==> src/rtl/csi2_packet_parser_if.sv <==
// Lane-byte input and decoded packet output bundle of the CSI-2 packet parser.
// master = lane receiver / consumer side, slave = the parser.
interface csi2_packet_parser_if;
    logic       rx_hs_i;
    logic       rx_valid_i;
    logic [7:0] rx_data_i;
    logic       pix_valid_o;
    logic [7:0] pix_data_o;
    logic       pix_last_o;
    logic [5:0] pix_dt_o;
    logic       frame_active_o;
    logic       sof_o;
    logic       eof_o;
    logic       sol_o;
    logic       eol_o;
    logic       err_trunc_o;
    logic       err_ecc_o;

    modport master (
        output rx_hs_i, rx_valid_i, rx_data_i,
        input  pix_valid_o, pix_data_o, pix_last_o, pix_dt_o, frame_active_o,
        input  sof_o, eof_o, sol_o, eol_o, err_trunc_o, err_ecc_o
    );

    modport slave (
        input  rx_hs_i, rx_valid_i, rx_data_i,
        output pix_valid_o, pix_data_o, pix_last_o, pix_dt_o, frame_active_o,
        output sof_o, eof_o, sol_o, eol_o, err_trunc_o, err_ecc_o
    );
endinterface

==> src/rtl/csi2_packet_parser.sv <==
// Single-lane CSI-2 packet layer: strips sync/header/CRC, decodes FS/FE/LS/LE, forwards payload.
// Optional header ECC check enabled by defining CSI2_ECC_CHECK_EN.
module csi2_packet_parser #(
    parameter logic [1:0]  VC     = 2'd0,
    parameter int unsigned WC_MAX = 4096,
    parameter logic [7:0]  SYNC   = 8'hB8
) (
    input  logic                 clk_i,
    input  logic                 rst_i,
    csi2_packet_parser_if.slave  bus
);

    localparam int unsigned WC_W  = 16;
    localparam int unsigned HDR_W = 24;

    typedef enum logic [2:0] {
        ST_IDLE,
        ST_HDR,
        ST_PAYLOAD,
        ST_CRC,
        ST_DRAIN
    } state_t;

    state_t            state_q, state_d;
    logic [1:0]        cnt_q, cnt_d;
    logic [HDR_W-1:0]  hdr_q, hdr_d;
    logic [WC_W-1:0]   count_q, count_d;
    logic              pix_valid_q, pix_valid_d;
    logic [7:0]        pix_data_q, pix_data_d;
    logic              pix_last_q, pix_last_d;
    logic [5:0]        pix_dt_q, pix_dt_d;
    logic              frame_active_q, frame_active_d;
    logic              sof_q, sof_d;
    logic              eof_q, eof_d;
    logic              sol_q, sol_d;
    logic              eol_q, eol_d;
    logic              err_trunc_q, err_trunc_d;
    logic              err_ecc_q, err_ecc_d;

    logic [7:0]        di_c;
    logic [WC_W-1:0]   wc_c;
    logic              ecc_ok_c;

    assign di_c = hdr_q[7:0];
    assign wc_c = hdr_q[23:8];

`ifdef CSI2_ECC_CHECK_EN
    // Each parity bit is the XOR of the header bits selected by its mask (D[23:0] = {WC, DI}).
    localparam logic [HDR_W-1:0] ECC_MASK [6] = '{
        24'hF12CB7, 24'hF2555B, 24'h749A6D, 24'hB8E38E, 24'hDF03F0, 24'hEFFC00
    };

    function automatic logic [5:0] ecc_calc(input logic [HDR_W-1:0] d);
        logic [5:0] e;
        for (int i = 0; i < 6; i++) begin
            e[i] = ^(d & ECC_MASK[i]);
        end
        return e;
    endfunction

    assign ecc_ok_c = (ecc_calc(hdr_q) == bus.rx_data_i[5:0]);
`else
    assign ecc_ok_c = 1'b1;
`endif

    // State and output registers
    always_ff @(posedge clk_i or posedge rst_i) begin
        if (rst_i) begin
            state_q        <= ST_IDLE;
            cnt_q          <= 2'd0;
            hdr_q          <= '0;
            count_q        <= '0;
            pix_valid_q    <= 1'b0;
            pix_data_q     <= 8'd0;
            pix_last_q     <= 1'b0;
            pix_dt_q       <= 6'd0;
            frame_active_q <= 1'b0;
            sof_q          <= 1'b0;
            eof_q          <= 1'b0;
            sol_q          <= 1'b0;
            eol_q          <= 1'b0;
            err_trunc_q    <= 1'b0;
            err_ecc_q      <= 1'b0;
        end else begin
            state_q        <= state_d;
            cnt_q          <= cnt_d;
            hdr_q          <= hdr_d;
            count_q        <= count_d;
            pix_valid_q    <= pix_valid_d;
            pix_data_q     <= pix_data_d;
            pix_last_q     <= pix_last_d;
            pix_dt_q       <= pix_dt_d;
            frame_active_q <= frame_active_d;
            sof_q          <= sof_d;
            eof_q          <= eof_d;
            sol_q          <= sol_d;
            eol_q          <= eol_d;
            err_trunc_q    <= err_trunc_d;
            err_ecc_q      <= err_ecc_d;
        end
    end

    // Next-state and output decode
    always_comb begin
        state_d        = state_q;
        cnt_d          = cnt_q;
        hdr_d          = hdr_q;
        count_d        = count_q;
        pix_valid_d    = 1'b0;
        pix_data_d     = pix_data_q;
        pix_last_d     = 1'b0;
        pix_dt_d       = pix_dt_q;
        frame_active_d = frame_active_q;
        sof_d          = 1'b0;
        eof_d          = 1'b0;
        sol_d          = 1'b0;
        eol_d          = 1'b0;
        err_trunc_d    = 1'b0;
        err_ecc_d      = 1'b0;

        unique case (state_q)
            ST_IDLE: begin
                if (bus.rx_hs_i && bus.rx_valid_i && (bus.rx_data_i == SYNC)) begin
                    state_d = ST_HDR;
                    cnt_d   = 2'd0;
                end
            end

            ST_HDR: begin
                if (!bus.rx_hs_i) begin
                    err_trunc_d = 1'b1;
                    state_d     = ST_IDLE;
                end else if (bus.rx_valid_i) begin
                    cnt_d = cnt_q + 2'd1;
                    case (cnt_q)
                        2'd0:    hdr_d[7:0]   = bus.rx_data_i;
                        2'd1:    hdr_d[15:8]  = bus.rx_data_i;
                        2'd2:    hdr_d[23:16] = bus.rx_data_i;
                        default: begin
                            // ECC byte: the whole header is now known
                            state_d = ST_DRAIN;
                            cnt_d   = 2'd0;
                            if (!ecc_ok_c) begin
                                err_ecc_d = 1'b1;
                            end else if (di_c[7:6] != VC) begin
                                state_d = ST_DRAIN;
                            end else if (di_c[5:0] < 6'h10) begin
                                case (di_c[5:0])
                                    6'h00: begin
                                        sof_d          = 1'b1;
                                        frame_active_d = 1'b1;
                                    end
                                    6'h01: begin
                                        eof_d          = 1'b1;
                                        frame_active_d = 1'b0;
                                    end
                                    6'h02:   sol_d = 1'b1;
                                    6'h03:   eol_d = 1'b1;
                                    default: ;
                                endcase
                            end else if (32'(wc_c) <= WC_MAX) begin
                                pix_dt_d = di_c[5:0];
                                count_d  = wc_c;
                                state_d  = (wc_c == '0) ? ST_CRC : ST_PAYLOAD;
                            end
                        end
                    endcase
                end
            end

            ST_PAYLOAD: begin
                if (!bus.rx_hs_i) begin
                    err_trunc_d = 1'b1;
                    state_d     = ST_IDLE;
                end else if (bus.rx_valid_i) begin
                    pix_valid_d = 1'b1;
                    pix_data_d  = bus.rx_data_i;
                    if (count_q == WC_W'(1)) begin
                        pix_last_d = 1'b1;
                        state_d    = ST_CRC;
                        cnt_d      = 2'd0;
                    end
                    count_d = count_q - WC_W'(1);
                end
            end

            ST_CRC: begin
                if (!bus.rx_hs_i) begin
                    err_trunc_d = 1'b1;
                    state_d     = ST_IDLE;
                end else if (bus.rx_valid_i) begin
                    if (cnt_q == 2'd1) begin
                        state_d = ST_DRAIN;
                        cnt_d   = 2'd0;
                    end else begin
                        cnt_d = cnt_q + 2'd1;
                    end
                end
            end

            ST_DRAIN: begin
                if (!bus.rx_hs_i) begin
                    state_d = ST_IDLE;
                end
            end

            default: state_d = ST_IDLE;
        endcase
    end

    assign bus.pix_valid_o    = pix_valid_q;
    assign bus.pix_data_o     = pix_data_q;
    assign bus.pix_last_o     = pix_last_q;
    assign bus.pix_dt_o       = pix_dt_q;
    assign bus.frame_active_o = frame_active_q;
    assign bus.sof_o          = sof_q;
    assign bus.eof_o          = eof_q;
    assign bus.sol_o          = sol_q;
    assign bus.eol_o          = eol_q;
    assign bus.err_trunc_o    = err_trunc_q;
    assign bus.err_ecc_o      = err_ecc_q;

endmodule

==> src/flat_wrapper.sv <==
// flat-port wrapper written by rule: the top's interface ports become plain ports
module csi2_packet_parser_flat 
#(
    parameter logic [1:0]  VC     = 2'd0,
    parameter int unsigned WC_MAX = 4096,
    parameter logic [7:0]  SYNC   = 8'hB8
)
  (clk_i, rst_i, bus_rx_hs_i, bus_rx_valid_i, bus_rx_data_i, bus_pix_valid_o, bus_pix_data_o, bus_pix_last_o, bus_pix_dt_o, bus_frame_active_o, bus_sof_o, bus_eof_o, bus_sol_o, bus_eol_o, bus_err_trunc_o, bus_err_ecc_o);
  csi2_packet_parser_if bus_i ();
  input  logic clk_i;
  input  logic rst_i;
  input wire logic [$bits(bus_i.rx_hs_i)-1:0] bus_rx_hs_i;
  input wire logic [$bits(bus_i.rx_valid_i)-1:0] bus_rx_valid_i;
  input wire logic [$bits(bus_i.rx_data_i)-1:0] bus_rx_data_i;
  output wire logic [$bits(bus_i.pix_valid_o)-1:0] bus_pix_valid_o;
  output wire logic [$bits(bus_i.pix_data_o)-1:0] bus_pix_data_o;
  output wire logic [$bits(bus_i.pix_last_o)-1:0] bus_pix_last_o;
  output wire logic [$bits(bus_i.pix_dt_o)-1:0] bus_pix_dt_o;
  output wire logic [$bits(bus_i.frame_active_o)-1:0] bus_frame_active_o;
  output wire logic [$bits(bus_i.sof_o)-1:0] bus_sof_o;
  output wire logic [$bits(bus_i.eof_o)-1:0] bus_eof_o;
  output wire logic [$bits(bus_i.sol_o)-1:0] bus_sol_o;
  output wire logic [$bits(bus_i.eol_o)-1:0] bus_eol_o;
  output wire logic [$bits(bus_i.err_trunc_o)-1:0] bus_err_trunc_o;
  output wire logic [$bits(bus_i.err_ecc_o)-1:0] bus_err_ecc_o;
  assign bus_i.rx_hs_i = bus_rx_hs_i;
  assign bus_i.rx_valid_i = bus_rx_valid_i;
  assign bus_i.rx_data_i = bus_rx_data_i;
  assign bus_pix_valid_o = bus_i.pix_valid_o;
  assign bus_pix_data_o = bus_i.pix_data_o;
  assign bus_pix_last_o = bus_i.pix_last_o;
  assign bus_pix_dt_o = bus_i.pix_dt_o;
  assign bus_frame_active_o = bus_i.frame_active_o;
  assign bus_sof_o = bus_i.sof_o;
  assign bus_eof_o = bus_i.eof_o;
  assign bus_sol_o = bus_i.sol_o;
  assign bus_eol_o = bus_i.eol_o;
  assign bus_err_trunc_o = bus_i.err_trunc_o;
  assign bus_err_ecc_o = bus_i.err_ecc_o;
  csi2_packet_parser #(.VC(VC), .WC_MAX(WC_MAX), .SYNC(SYNC)) u_core (.clk_i(clk_i), .rst_i(rst_i), .bus(bus_i));
endmodule
==> config.mk <==
export PLATFORM = sky130hd
export DESIGN_NAME = csi2_packet_parser_flat
export DESIGN_NICKNAME = d
export VERILOG_FILES = /design/src/rtl/csi2_packet_parser_if.sv /design/src/rtl/csi2_packet_parser.sv /design/src/flat_wrapper.sv
export SDC_FILE = /design/constraint.sdc
export NUM_CORES = 1
export LEC_CHECK = 0
export ABC_AREA = 0
export BUFFER_PORTS_ARGS = -buffer_cell sky130_fd_sc_hd__buf_4
export CAP_MARGIN = 40
export CORE_MARGIN = 8
export CORE_UTILIZATION = 55
export DETAILED_ROUTE_END_ITERATION = 16
export PLACE_DENSITY = 0.75
export SKIP_CTS_REPAIR_TIMING = 1
export SYNTH_ARGS = -nofsm -noshare
export SYNTH_HDL_FRONTEND = slang
export SYNTH_SLANG_ARGS = --single-unit
==> constraint.sdc <==
create_clock -name clk_i -period 3.3 [get_ports clk_i]
set_input_delay 0.495 -clock clk_i [delete_from_list [all_inputs] [get_ports clk_i]]
set_output_delay 0.495 -clock clk_i [all_outputs]
set_load 0.02 [all_outputs]
# Word-level counts from Yosys, hierarchy flattened
# Cells that the tools add are included.
[word_totals]
word_cells = 148
register_bits = 67
input_bits = 12
out_inout_bits = 23
[classes]
n_reduce_logical = 21
addsub = 2
magnitude_cmp = 2
n_mux = 74
eq_ne = 30
n_bitwise = 3
[op_table]
columns = ["operator", "n"]
rows = [
  ["two-way mux 16 bit", 8],
  ["two-way mux 3 bit", 14],
  ["two-way mux 1 bit", 38],
  ["one-hot mux 16 bit (2 select lines)", 1],
  ["two-way mux 2 bit", 10],
  ["!= test 2 bit (second input constant)", 10],
  ["AND reduction 9 bit", 2],
  ["== test 16 x 1 -> 1 bit (second input constant)", 1],
  ["less-or-equal comparator 16 x 13 -> 1 bit (second input constant)", 1],
  ["logical NOT 16 bit", 1],
  ["subtractor 16 x 1 -> 16 bit (second input constant)", 1],
  ["one-hot mux 3 bit (5 select lines)", 1],
  ["AND reduction 7 bit", 2],
  ["== test 6 x 2 -> 1 bit (second input constant)", 2],
  ["!= test 3 bit (second input constant)", 4],
  ["AND reduction 4 bit", 3],
  ["== test 8 bit (second input constant)", 1],
  ["one-hot mux 2 bit (4 select lines)", 1],
  ["AND reduction 8 bit", 1],
  ["== test 3 x 2 -> 1 bit (second input constant)", 2],
  ["== test 6 x 1 -> 1 bit (second input constant)", 1],
  ["logical NOT 6 bit", 1],
  ["< comparator 6 x 5 -> 1 bit (second input constant)", 1],
  ["!= test 2 x 1 -> 1 bit (second input constant)", 3],
  ["15 further kinds", 22],
]

# Longest topological paths before layout
[logic_depth]
ltp_word = 9
mapped_depth = 8
ltp_nobuf = 7

# Worst setup path after synthesis
# OpenSTA, ideal clock, no wires.
[synth_path]
path_kind = "reg2reg"
startpoint = "register u_core.count_q[8]"
endpoint = "register u_core.cnt_q[0]"
n_path_buf = 0
period_less_slack_ns = 2.232
stages_incl_launch_ff = 6
t_required_ns = 3.175
path_slack_ns = 1.068
arrival_time_ns = 2.107
setup_time_ns = 0.125
cell_sequence = "dfrtp_1 -> or4_4 -> or4_4 -> nor4_4 -> o31a_4 -> mux2_4"
[synth_via]
elab_chain_len = 3
[synth_lines]
columns = ["item", "line_no", "source"]
rows = [
  ["start, declared", "csi2_packet_parser.sv:27", "logic [WC_W-1:0] count_q, count_d;"],
  ["start signal, assigned", "csi2_packet_parser.sv:88", "count_q <= count_d;"],
  ["== test 16 x 1 -> 1 bit", "csi2_packet_parser.sv:178", "if (count_q == WC_W'(1)) begin"],
  ["!= test 2 x 1 -> 1 bit (no line)", "n/a", ""],
  ["AND reduction 9 bit (no line)", "n/a", ""],
  ["end signal, assigned", "csi2_packet_parser.sv:86", "cnt_q <= cnt_d;"],
  ["end, declared", "csi2_packet_parser.sv:25", "logic [1:0] cnt_q, cnt_d;"],
]
# Every way passes these cells.
# A chain may end at the register's enable or synchronous reset.

# Worst setup path in the final report
[layout_path]
startpoint = "register u_core.cnt_q[0]"
endpoint = "register u_core.pix_dt_q[1] (netlist: u_core.bus.pix_dt_o[1])"
[layout_via]
elab_chain_len = 4
elab_cells_between_ends = 6
classes_between = "2 x eq/ne; 1 x bitwise; 3 x reduce/logical"
[layout_lines]
columns = ["item", "line_no", "source"]
rows = [
  ["== test 2 bit (tied with other cells)", "csi2_packet_parser.sv:135", "case (cnt_q)"],
  ["OR reduction 3 bit (no line) *", "n/a", ""],
  ["inverter 1 bit (no line) *", "n/a", ""],
  ["AND reduction 7 bit (no line) *", "n/a", ""],
  ["end signal, assigned", "csi2_packet_parser.sv:92", "pix_dt_q <= pix_dt_d;"],
  ["end, declared", "csi2_packet_parser.sv:31", "logic [5:0] pix_dt_q, pix_dt_d;"],
]
# Every way passes the cells marked *; elsewhere a longest branch is shown, timed or not.

==> flow_summary.toml <==
[critical_path]
criticalPathCategory = "reg -> reg"
required_ns = 3.54
r2r-end = "u_core.bus.pix_dt_o[1]"
cp_max_fo = 5
cp.arrival_ns = 2.86
endpoint_kind = "flop"
r2r-start = "u_core.cnt_q[0]"
cp-start-kind = "flop"
reg2reg_depth = 5
worst-r2r-setup-slack_ns = 0.67

[yosys]
avgSynthCellArea_sq_um = 10.61
synth_area_leaders = "dfrtp_1 51%, mux2_2 9.2%, nand2_1 4.9%"
synthArstFlopShare_pct = 100.0
syn_area_sq_mm = 0.003301
yosysSeqAreaShare_pct = 50.80
netlist_instances = 311
synth_largest_area_cell = "dfrtp_1"
synth-edff-count = 0
synth-main-ff-cell = "dfrtp_1"
yosys_warnings = 0
synth-seq-cells = 67
syn-num-nets = 329
synth_common_cells = "67 x dfrtp_1, 43 x nand2_1, 27 x mux2_2, 18 x nor3_1, 16 x nor2_1"
synth.distinct_cells = 56
yosysMostFrequentCell = "dfrtp_1"
synth_top_area_share_pct = 50.80

[floorplan]
start_util_pct = 56.42
coreArea_sq_mm = 0.005851
die_w_um = 93.47
dieArea_sq_mm = 0.008736
die_h_um = 93.47
ios = 35
fp-row-count = 28

[timing]
tns_ns = 0
hold_viol_final = 0
slew_viol_final = 0
max_slew_margin_pct = 52.85
tightest_slew_ns = 0.7009
fin_crit_sh_pct = 79.61
min_period_ns = 2.627
grt_setup_unrepaired = "false"
skew_ns = 0.01414
finalSetupViolCount = 0
clock.fmax_ghz = 0.3806

[grt]
grt.total_usage_pct = 19.31
grt_use_met2_pct = 30.61
grt_max_degree = 37
met1_usage_pct = 25.00
grt_overflow = 0
grt_pass1_wl_um = 13130
antenna_found_initial = 0
met3_usage_pct = 4.247
busiest_layer = "met2"
grt_pass1_vias = 2549

[clock_tree]
htreeDepth = 3
worstSkewPairLatency_ns = 0.35
cts_tree = "built"
cts_buffer_depth = 2
cts_sinks = 67
root_buffer = "clkbuf_8"
cts_made_buffers = 9
clk_pin_slew_ns = 0.08

[cells_and_area]
n_antenna_cell = 0
utilization_pct = 65.44
nets = 363
syn2layout_area_growth_pct = 16.00
drive_gt1_share_pct = 26.07

[drt]
dr.pass1.iters = 5
drt-vias-per-instance = 6.156
drt-initial-drc-count = 181
vias = 2610
drc = 0
ant_nets = 0
routedWlPerCell_um = 18.71
wl_um = 7931

[pwr]
vdd_drop_max_mv = 0.2906
powerDensity_mw_per_mm2 = 463.1
leakage_nw = 1.819

[place]
numPortBuffers = 33
gp_congestion = 0.8545
dp_hpwl_um = 5587

[status]
status = "complete, no violations"

[flow_run]
drv_cap = 0

[min_path]
hp-class = "in -> async"
==> critical path: stages (launching register included) <==
cell and delay [ns]:
dfrtp_1 0.42, ha_1 0.31, or3b_2 0.46, nor4_1 0.55, nand4b_1 0.40, mux2_2 0.37
==> metal layers <==
metal	up-vias	wire, um
met3	11	371
li1	1205	-
met4	0	103
met1	1311	3484
met5	-	0
met2	83	3971
==> final cells by class <==
cell class / instances / area [sq um]
tap: 75 / 93.84
timing repair buffer: 37 / 290.3
clock buffer: 10 / 137.6
fill: 461 / 2022
multi-input combinational: 216 / 1514
clock inverter: 5 / 63.81
sequential: 67 / 1677
inverter: 14 / 52.55
==> sequential cells by signal, summed over array words and instances (netlist names) <==
signal,cells
u_core.bus.eof_o,1
u_core.bus.eol_o,1
u_core.bus.err_trunc_o,1
u_core.bus.frame_active_o,1
u_core.bus.pix_data_o,8
u_core.bus.pix_dt_o,6
u_core.bus.pix_last_o,1
u_core.bus.pix_valid_o,1
u_core.bus.sof_o,1
u_core.bus.sol_o,1
u_core.cnt_q,2
u_core.count_q,16
u_core.hdr_q,24
u_core.state_q,3
==> stage by stage <==
| step | hold slack [ns] | area, sq um | instances | setup slack, ns | power (W) |
|---|---|---|---|---|---|
| CTS | 0.2658 | 3829 | 424 | 0.7173 | 0.001782 |
| global route | 0.3089 | 3829 | 424 | 0.6000 | 0.001848 |
| floorplan | 0.4252 | 3301 | 311 | 1.068 | 0.001032 |
| global placement | 0.4358 | 3627 | 409 | 0.8508 | 0.001087 |
| finish | 0.2495 | 3829 | 424 | 0.6728 | 0.001773 |
| detailed placement | 0.4572 | 3627 | 409 | 0.7963 | 0.001094 |
==> kinds of logic (layout without fill, tap and decap cells) <==
kind of cell    count (synthesis)  after routing  share of synthesized area (%)
simple gates                  121            121                          19.67
flops                          67             67                          50.80
compound gates                 56             56                          12.89
mux                            32             32                          10.92
buf+inv                        28             66                          3.336
fa+ha+maj                       6              6                          2.274
other cells                     1              1                         0.1136
==> power by group <==
| part | switching (W) | internal, W |
|---|---|---|
| combinational | 0.000102 | 0.0000803 |
| sequential | 0.0000368 | 0.000858 |
| clock | 0.000327 | 0.000369 |
| total | 0.000465 | 0.00131 |
==> cell usage in the layout (no fill, tap or decap), drive strengths merged, types with 2 or more instances in the layout <==
master,synthesis,layout
inv,14,14
and3,4,4
o311ai,3,3
o41ai,4,4
and2,6,6
or3,2,2
clkinv,0,3
mux2,29,29
nand4,3,3
nand2,43,43
o31ai,3,3
o21ai,13,13
a22o,3,3
or4,5,5
nor2,16,16
or3b,2,2
nand4b,3,3
nand3,8,8
o211ai,2,2
a22oi,4,4
o22ai,3,3
nor4,5,5
buf,3,37
ha,6,6
dfrtp,67,67
a21oi,7,7
a21o,2,2
a2111oi,2,2
a221o,2,2
mux2i,3,3
nor3,18,18
clkbuf,11,10
==> how the worst max path moves through the flow <==
stage                            from                     end  slack (ns)  cells past startpoint
floorplan           u_core.count_q[8]         u_core.cnt_q[0]        1.07                      5
global placement      u_core.cnt_q[0]  u_core.bus.pix_dt_o[1]        0.85                      5
detailed placement    u_core.cnt_q[0]  u_core.bus.pix_dt_o[1]        0.80                      5
CTS                   u_core.cnt_q[0]  u_core.bus.pix_dt_o[2]        0.72                      5
global route          u_core.cnt_q[0]  u_core.bus.pix_dt_o[1]        0.60                      5
finish                u_core.cnt_q[0]  u_core.bus.pix_dt_o[1]        0.67                      5
(Power assumes the default switching activity.)
